`src/rtl/uart_alu_intf.sv`:
```
// rtl/uart_alu_intf.sv - UART byte collector driving an ALU and returning its result to the UART transmitter
// Optional inter-byte / tx-completion timeout enabled by UART_ALU_INTF_TIMEOUT_EN.
module uart_alu_intf #(
    parameter int DATA_WIDTH     = 8,
    parameter int OP_WIDTH       = 6,
    parameter int TIMEOUT_CYCLES = 1000000
) (
    input  logic                  clk,
    input  logic                  reset,
    input  logic [DATA_WIDTH-1:0] rx_data,
    input  logic                  rx_done,
    input  logic [DATA_WIDTH-1:0] alu_result,
    input  logic                  tx_done,
    output logic [DATA_WIDTH-1:0] alu_a,
    output logic [DATA_WIDTH-1:0] alu_b,
    output logic [OP_WIDTH-1:0]   alu_op,
    output logic [DATA_WIDTH-1:0] tx_data,
    output logic                  tx_start,
    output logic                  overrun,
    output logic                  err
);

    typedef enum logic [4:0] {
        WAIT_A  = 5'b00001,
        WAIT_B  = 5'b00010,
        WAIT_OP = 5'b00100,
        SEND    = 5'b01000,
        WAIT_TX = 5'b10000
    } state_t;

    state_t                state, state_next;
    logic                  rx_done_q, tx_done_q;
    logic                  rx_evt, tx_evt;
    logic                  timeout;
    logic [DATA_WIDTH-1:0] alu_a_next, alu_b_next, tx_data_next;
    logic [OP_WIDTH-1:0]   alu_op_next;
    logic                  tx_start_next, overrun_next;

    // Flags are levels; only the rising edge counts as an event.
    assign rx_evt = rx_done & ~rx_done_q;
    assign tx_evt = tx_done & ~tx_done_q;

`ifdef UART_ALU_INTF_TIMEOUT_EN
    localparam int CNT_W = $clog2(TIMEOUT_CYCLES);

    logic [CNT_W-1:0] cnt;
    logic             waiting;

    assign waiting = (state == WAIT_B) || (state == WAIT_OP) || (state == WAIT_TX);
    // Firing one count early makes err rise on the edge the counter would reach TIMEOUT_CYCLES-1.
    assign timeout = waiting && (cnt == CNT_W'(TIMEOUT_CYCLES - 2));

    always_ff @(posedge clk or posedge reset) begin
        if (reset) begin
            cnt <= '0;
            err <= 1'b0;
        end else begin
            err <= timeout;
            if (state_next != state || !waiting)
                cnt <= '0;
            else
                cnt <= cnt + 1'b1;
        end
    end
`else
    assign timeout = 1'b0;
    assign err     = 1'b0;
`endif

    always_comb begin
        state_next    = state;
        alu_a_next    = alu_a;
        alu_b_next    = alu_b;
        alu_op_next   = alu_op;
        tx_data_next  = tx_data;
        tx_start_next = 1'b0;
        overrun_next  = overrun;
        case (state)
            WAIT_A: begin
                if (rx_evt) begin
                    alu_a_next = rx_data;
                    state_next = WAIT_B;
                end
            end
            WAIT_B: begin
                if (timeout) begin
                    state_next = WAIT_A;
                end else if (rx_evt) begin
                    alu_b_next = rx_data;
                    state_next = WAIT_OP;
                end
            end
            WAIT_OP: begin
                if (timeout) begin
                    state_next = WAIT_A;
                end else if (rx_evt) begin
                    alu_op_next = rx_data[OP_WIDTH-1:0];
                    state_next  = SEND;
                end
            end
            SEND: begin
                tx_data_next  = alu_result;
                tx_start_next = 1'b1;
                state_next    = WAIT_TX;
                if (rx_evt)
                    overrun_next = 1'b1;
            end
            WAIT_TX: begin
                if (timeout) begin
                    state_next = WAIT_A;
                end else begin
                    if (tx_evt)
                        state_next = WAIT_A;
                    if (rx_evt)
                        overrun_next = 1'b1;
                end
            end
            default: state_next = WAIT_A;
        endcase
    end

    // Done-flag history resets high so a flag already asserted at release is not an event.
    always_ff @(posedge clk or posedge reset) begin
        if (reset) begin
            state     <= WAIT_A;
            rx_done_q <= 1'b1;
            tx_done_q <= 1'b1;
            alu_a     <= '0;
            alu_b     <= '0;
            alu_op    <= '0;
            tx_data   <= '0;
            tx_start  <= 1'b0;
            overrun   <= 1'b0;
        end else begin
            state     <= state_next;
            rx_done_q <= rx_done;
            tx_done_q <= tx_done;
            alu_a     <= alu_a_next;
            alu_b     <= alu_b_next;
            alu_op    <= alu_op_next;
            tx_data   <= tx_data_next;
            tx_start  <= tx_start_next;
            overrun   <= overrun_next;
        end
    end

endmodule

```
`config.mk`:
```
export PLATFORM = sky130hd
export DESIGN_NAME = uart_alu_intf
export DESIGN_NICKNAME = d
export VERILOG_FILES = /design/src/rtl/uart_alu_intf.sv
export SDC_FILE = /design/constraint.sdc
export NUM_CORES = 1
export LEC_CHECK = 0
export CORE_UTILIZATION = 45
export DETAILED_ROUTE_END_ITERATION = 8
export GPL_TIMING_DRIVEN = 0
export MAX_ROUTING_LAYER = met4
export PLACE_DENSITY = 0.86
export SYNTH_ARGS = -nofsm -noshare
export SYNTH_HDL_FRONTEND = slang
export SYNTH_SLANG_ARGS = --single-unit
export TNS_END_PERCENT = 20
```
`constraint.sdc`:
```
create_clock -name clk -period 2 [get_ports clk]
set_clock_uncertainty 0.05 [all_clocks]
set_input_delay 0.2 -clock clk [delete_from_list [all_inputs] [get_ports clk]]
set_output_delay 0.2 -clock clk [all_outputs]
set_load 0.05 [all_outputs]
```
==> flow_summary.toml, run 1 <==
[clock_tree]
cts_setup_buffers = 0
insertion_delay_ns = 0.34
cts_sinks = 39
clock_path_buffers = 2
cts_tree = "built"
numCtsBuffers = 5
clkTransAtPathRegs_ns = 0.11
clockRootBuffer = "clkbuf_4"
cts_resized = 0
htree_levels = 2
hold_buffers = 0

[min_path]
hp-start = "rx_done"
hp-class = "in -> reg"
hold_end = "rx_done_q"
worstHoldPathCells = 1

[grt]
grt_pass1_wl_mm = 4.66
grt_pass1_vias = 1083
grt.total_usage_pct = 18.3
antenna_found_initial = 0
grt-ovfl-total = 0
grt_max_degree = 40

[final_layout]
stdcell_count = 213
drive_gt1_share_pct = 28.7
insertedDiodeCount = 0
fin_nets = 186
finish.instance_area_mm2 = 0.00223
syn2layout_area_growth_pct = 40.7
fillers = 275

[timing]
fmax_ghz = 0.513
relSlewSlack_pct = 49.1
setup_ws_ns = 0.0521
timing.final.crit_share_pct = 97.4
drv_slew = 0
setup_viol = 0
finalHoldViolCount = 0
layout_min_cycle_time_ns = 1.95
holdWs_ns = 0.229
timing_worst_slew_pin_value_ns = 0.762
rsz0062_at_grt = "yes"
tns_ns = 0

[power]
vdd_ir_drop_max_uv = 1060
power_density_mw_per_mm2 = 1400
p_leak_uw = 0.00102

[synthesis]
yosys.area_share.simple_pct = 6.88
syn_nets = 127
synthMuxAreaShare_pct = 23.0
yosysTopAreaCellShare_pct = 57.0
ys_async_sr_fraction_pct = 100
yosysMostFrequentCell = "dfrtp_1"
yosys_warnings = 0
netlist_area_mm2 = 0.00158
synthTopCellsByCount = "dfrtp_1 (36), mux2_2 (23), mux2_4 (7)"
synth-compound-area-share_pct = 3.56
synthAdderAreaFrac_pct = 0
ys_seq_elements = 39
syn_inst = 107
synth_top_cell_by_area = "dfrtp_1"
synthTopCellsByArea = "dfrtp_1 (57%), mux2_2 (16%), mux2_4 (6.6%), dfstp_2 (5.0%), buf_6 (1.4%)"
yosysUniqueCellTypes = 28
synth_xor_xnor_area_share_pct = 0.554
synth_top_family_by_area = "multiplexers"
ys.flop_type = "dfrtp_1"
seq_area_frac_synth_pct = 61.9
synth-edff-count = 0
avgSynthCellArea_um2 = 14.8

[floorplanning]
start_util_pct = 47.0
io_pins = 53
num_rows = 21
die_w_um = 61.3
die_h_um = 61.3
die-area_mm2 = 0.00376
core_area_mm2 = 0.00336

[critical_path]
crit_path_end_kind = "flip-flop"
rrSetupSlack_ns = 0.05
rr_worst_depth = 4
critPathArrivalTime_ns = 2.13
cp-start-kind = "flip-flop"
critical_path.cell_chain = "clkbuf_1, nor3_1, nand4b_1, mux2_2"
path_max_fanout = 9
slowest_stage = "nand4b_1"
timing.rr.end = "alu_b[3]"
max_stage_delay_ns = 0.48
path_class = "reg -> reg"
cp.required_ns = 2.18
worstReg2RegStart = "state[0]"

[routing]
ant_nets = 0
routedWlPerCell_um = 14.2
drt_iter0_drc = 34
remaining_drc_errors = 0
route.vias.total = 1064
drtPass1Iterations = 4
drt_wl_total_mm = 3.02
vias_per_cell = 5.00

[placement]
pre_cts_ws_ns = -0.243
port_buffers = 51
dp_hpwl_mm = 2.14
dp_cells = 204
placed_cell_area_mm2 = 0.00215
gp_congestion = 0.768

[job]
cap_violations = 0

[status]
outcome = "complete, no violations"
where the power goes:
group | total, uW | internal, uW | switching [uW]
combinational | 1570 | 594 | 980
sequential | 1110 | 1010 | 103
clock | 440 | 207 | 233
total | 3130 | 1810 | 1310
worst max-delay path, delay by kind of cell (launching register included):
kind | cells | cell delay, ns
DFF | 1 | 0.38
buffers and inverters | 1 | 0.18
and+or+nand+nor | 2 | 0.77
muxes | 1 | 0.45
final cells by class:
class                           instances  area, um2  area share (%)
Inverter                                5       18.8           0.843
Clock buffer                            8       68.8            3.09
Sequential cell                        39        980            44.0
Buffer                                  6       41.3            1.85
Timing Repair Buffer                   52        518            23.3
Multi-Input combinational cell         57        542            24.3
Tap cell                               46       57.6            2.59
how the worst max path moves through the flow:
stage / startpoint / to / slack, ns / cells past startpoint
finish: state[0] / alu_b[3] / 0.05 / 4
global route: state[0] / alu_b[3] / -0.09 / 4
CTS: state[0] / alu_b[3] / 0.02 / 4
detailed placement: rx_done / alu_a[5] / -0.24 / 5
global placement: rx_done / alu_a[3] / -0.16 / 5
floorplan: state[1] / tx_data[0] / 0.21 / 5
routing by layer:
metal	wire (um)	up-vias	global-route usage, %	share of wire (%)
met5	0	-	-	0
met4	38	0	7.79	1.3
li1	-	494	-	-
met1	1230	519	19.3	41
met3	255	5	6.51	8.4
met2	1500	46	31.1	50
cells in the final DEF, fill, tap and decap left out, types with 2 or more instances in the layout:
cell	n
clkdlybuf4s50_1	51
dfrtp_1	36
mux2_2	23
mux2_4	7
clkbuf_4	5
clkbuf_1	4
inv_1	4
nor2_1	3
o21ai_0	3
dfstp_2	3
buf_6	2
nor3_1	2
or3_4	2
nand4_1	2
buf_4	2
clkbuf_8	2
cell families (layout without fill, tap and decap cells):
| family | after synthesis | in the layout |
|---|---|---|
| flip-flops | 39 | 39 |
| multiplexers | 30 | 30 |
| AND/OR/NAND/NOR | 17 | 17 |
| buffers and inverters | 11 | 71 |
| AO/OA/AOI/OAI | 8 | 8 |
| other | 1 | 1 |
| XOR/XNOR | 1 | 1 |
stage by stage:
stage          total power [uW]  util (%)
2_1_floorplan              2170         -
3_3_place_gp               2660      63.9
3_5_place_dp               2710      63.9
4_1_cts                    3150      66.0
5_1_grt                    3270      66.2
6_report                   3130      66.2
flip-flops by register name, indices dropped and copies added, names as in the netlist:
signal and cells:
alu_a 8, alu_b 8, alu_op 6, overrun 1, rx_done_q 1, state 5
tx_data 8, tx_done_q 1, tx_start 1
Note: power is estimated with default switching activity, not from simulation.
==> run 2, diff against run 1 <==
--- a/config.mk
+++ b/config.mk
@@ -10,6 +10,7 @@
 export GPL_TIMING_DRIVEN = 0
 export MAX_ROUTING_LAYER = met4
 export PLACE_DENSITY = 0.86
+export REMOVE_ABC_BUFFERS = 1
 export SYNTH_ARGS = -nofsm -noshare
 export SYNTH_HDL_FRONTEND = slang
 export SYNTH_SLANG_ARGS = --single-unit
==> constraint.sdc (replaced) <==
create_clock -name clk -period 2 [get_ports clk]
set_clock_uncertainty 0.05 [all_clocks]
set_input_delay 0.3 -clock clk [delete_from_list [all_inputs] [get_ports clk]]
set_output_delay 0.3 -clock clk [all_outputs]
set_load 0.05 [all_outputs]
==> flow_summary.toml, run 2 (synthesized netlist as in run 1, its figures left out) <==
[min_path]
hold_end = "rx_done_q"
hp-class = "in -> reg"
hp-start = "rx_done"
worstHoldPathCells = 1

[grt]
grt_pass1_wl_mm = 4.97
grt_max_degree = 40
antenna_found_initial = 0
grt_pass1_vias = 1078
grt.total_usage_pct = 19.7
grt-ovfl-total = 0

[critical_path]
path_class = "reg -> out"
critPathArrivalTime_ns = 1.54
slowest_stage = "clkdlybuf4s50_1"
cp.required_ns = 1.65
rrSetupSlack_ns = 0.18
crit_family = "buffers and inverters"
crit_path_end_kind = "primary output"
rr_worst_depth = 3
cp-start-kind = "flip-flop"
crit_buf_inv = 1
critical_path.cell_chain = "clkdlybuf4s50_1"
max_stage_delay_ns = 0.82
path_max_fanout = 2
timing.rr.end = "tx_data[7]"
worstReg2RegStart = "state[4]"

[clock_tree]
insertion_delay_ns = 0.34
hold_buffers = 0
clockRootBuffer = "clkbuf_4"
cts_tree = "built"
cts_sinks = 39
clock_path_buffers = 2
numCtsBuffers = 5
clkTransAtPathRegs_ns = 0.11
htree_levels = 2

[routing]
route.vias.total = 1036
vias_per_cell = 5.00
drt_wl_total_mm = 3.16
drtPass1Iterations = 6
routedWlPerCell_um = 15.3
ant_nets = 0
drt_iter0_drc = 19
remaining_drc_errors = 0

[power]
combPwrFrac_pct = 48.7
p_leak_uw = 0.00100
p_sw_share_pct = 42.5
seq_power_share_pct = 37.0
p_int_uw = 1790
power.share.clock_pct = 14.3
power_density_mw_per_mm2 = 1430
vdd_ir_drop_max_uv = 1100
switching_power_uw = 1320

[timing]
relSlewSlack_pct = 47.9
tns_ns = 0
setup_viol = 0
holdWs_ns = 0.328
timing.final.crit_share_pct = 94.6
timing_worst_slew_pin_value_ns = 0.781
setup_ws_ns = 0.109
fmax_ghz = 0.529
rsz0062_at_grt = "no"
finalHoldViolCount = 0
drv_slew = 0
layout_min_cycle_time_ns = 1.89

[placement]
gp_congestion = 0.777
dp_hpwl_mm = 2.30
pre_cts_ws_ns = -0.400
port_buffers = 51

[final_layout]
insertedDiodeCount = 0
drive_gt1_share_pct = 28.6
fin_nets = 180
fillers = 280
final_common_cell = "clkdlybuf4s50_1"
largest_registers = "alu_a: 8 flops, alu_b: 8 flops, tx_data: 8 flops"
syn2layout_area_growth_pct = 38.3
layout_common_cells = "clkdlybuf4s50_1 (51), dfrtp_1 (36), mux2_2 (23), mux2_4 (7), clkbuf_4 (5)"

[floorplanning]
die-area_mm2 = 0.00376
core_area_mm2 = 0.00336
num_rows = 21
die_w_um = 61.3
io_pins = 53
start_util_pct = 47.0
die_h_um = 61.3

[job]
cap_violations = 0

[status]
outcome = "complete, no violations"
==> run 2: cell types whose count changed in the layout (fill, tap and decap cells not counted) <==
cell,previous run,this run
clkbuf_1,4,1
buf_6,2,0
buf_4,2,1
nor2b_1,1,0
nor2b_2,0,1
==> run 2: layout make-up <==
class | instances | area, um2 | share of cell area, %
Sequential cell | 39 | 980 | 44.8
Multi-Input combinational cell | 57 | 544 | 24.9
Timing Repair Buffer | 52 | 518 | 23.7
Clock buffer | 8 | 68.8 | 3.15
Tap cell | 46 | 57.6 | 2.63
Inverter | 5 | 18.8 | 0.858
==> run 2: worst max path at each step <==
| stage | startpoint | end | slack (ns) | cells after the start |
|---|---|---|---|---|
| after floorplan | state[1] | tx_data[0] | 0.29 | 3 |
| after global placement | rx_done | alu_a[5] | -0.29 | 4 |
| after detailed placement | rx_done | alu_b[3] | -0.40 | 4 |
| after CTS | alu_a[2] | alu_a[2] | 0.10 | 1 |
| after global routing | alu_a[2] | alu_a[2] | 0.05 | 1 |
| final | alu_a[2] | alu_a[2] | 0.11 | 1 |
==> run 2: metrics by stage <==
step,instances,util [%],total power (uW),cell area [um2]
final,207,65.0,3120,2190
after global routing,207,65.0,3260,2190
after CTS,207,65.0,3140,2190
after detailed placement,198,62.7,2690,2110
after global placement,198,62.7,2630,2110
after floorplan,101,-,2150,1540
==> run 2: what timing repair did <==
| item | in CTS | in global routing |
|---|---|---|
| gates resized for setup | 1 | 0 |
| buffers inserted | 1 | 0 |
| setup endpoints to repair | 9 | 0 |
==> run 2: per-layer routing <==
| layer | vias to the layer above | wire (um) | share of wire [%] | global-route usage (%) |
|---|---|---|---|---|
| li1 | 474 | - | - | - |
| met1 | 508 | 1340 | 43 | 21.4 |
| met2 | 48 | 1550 | 49 | 32.8 |
| met3 | 6 | 221 | 7.0 | 6.93 |
| met4 | 0 | 46 | 1.5 | 7.79 |
| met5 | - | 0 | 0 | - |
==> run 2: power groups by stage <==
stage          clock [uW]  sequential (uW)  combinational (uW)
4_1_cts               457             1150                1530
6_report              446             1150                1520
3_3_place_gp            0             1150                1490
3_5_place_dp            0             1170                1520
5_1_grt               498             1180                1590
2_1_floorplan           0             1840                 311
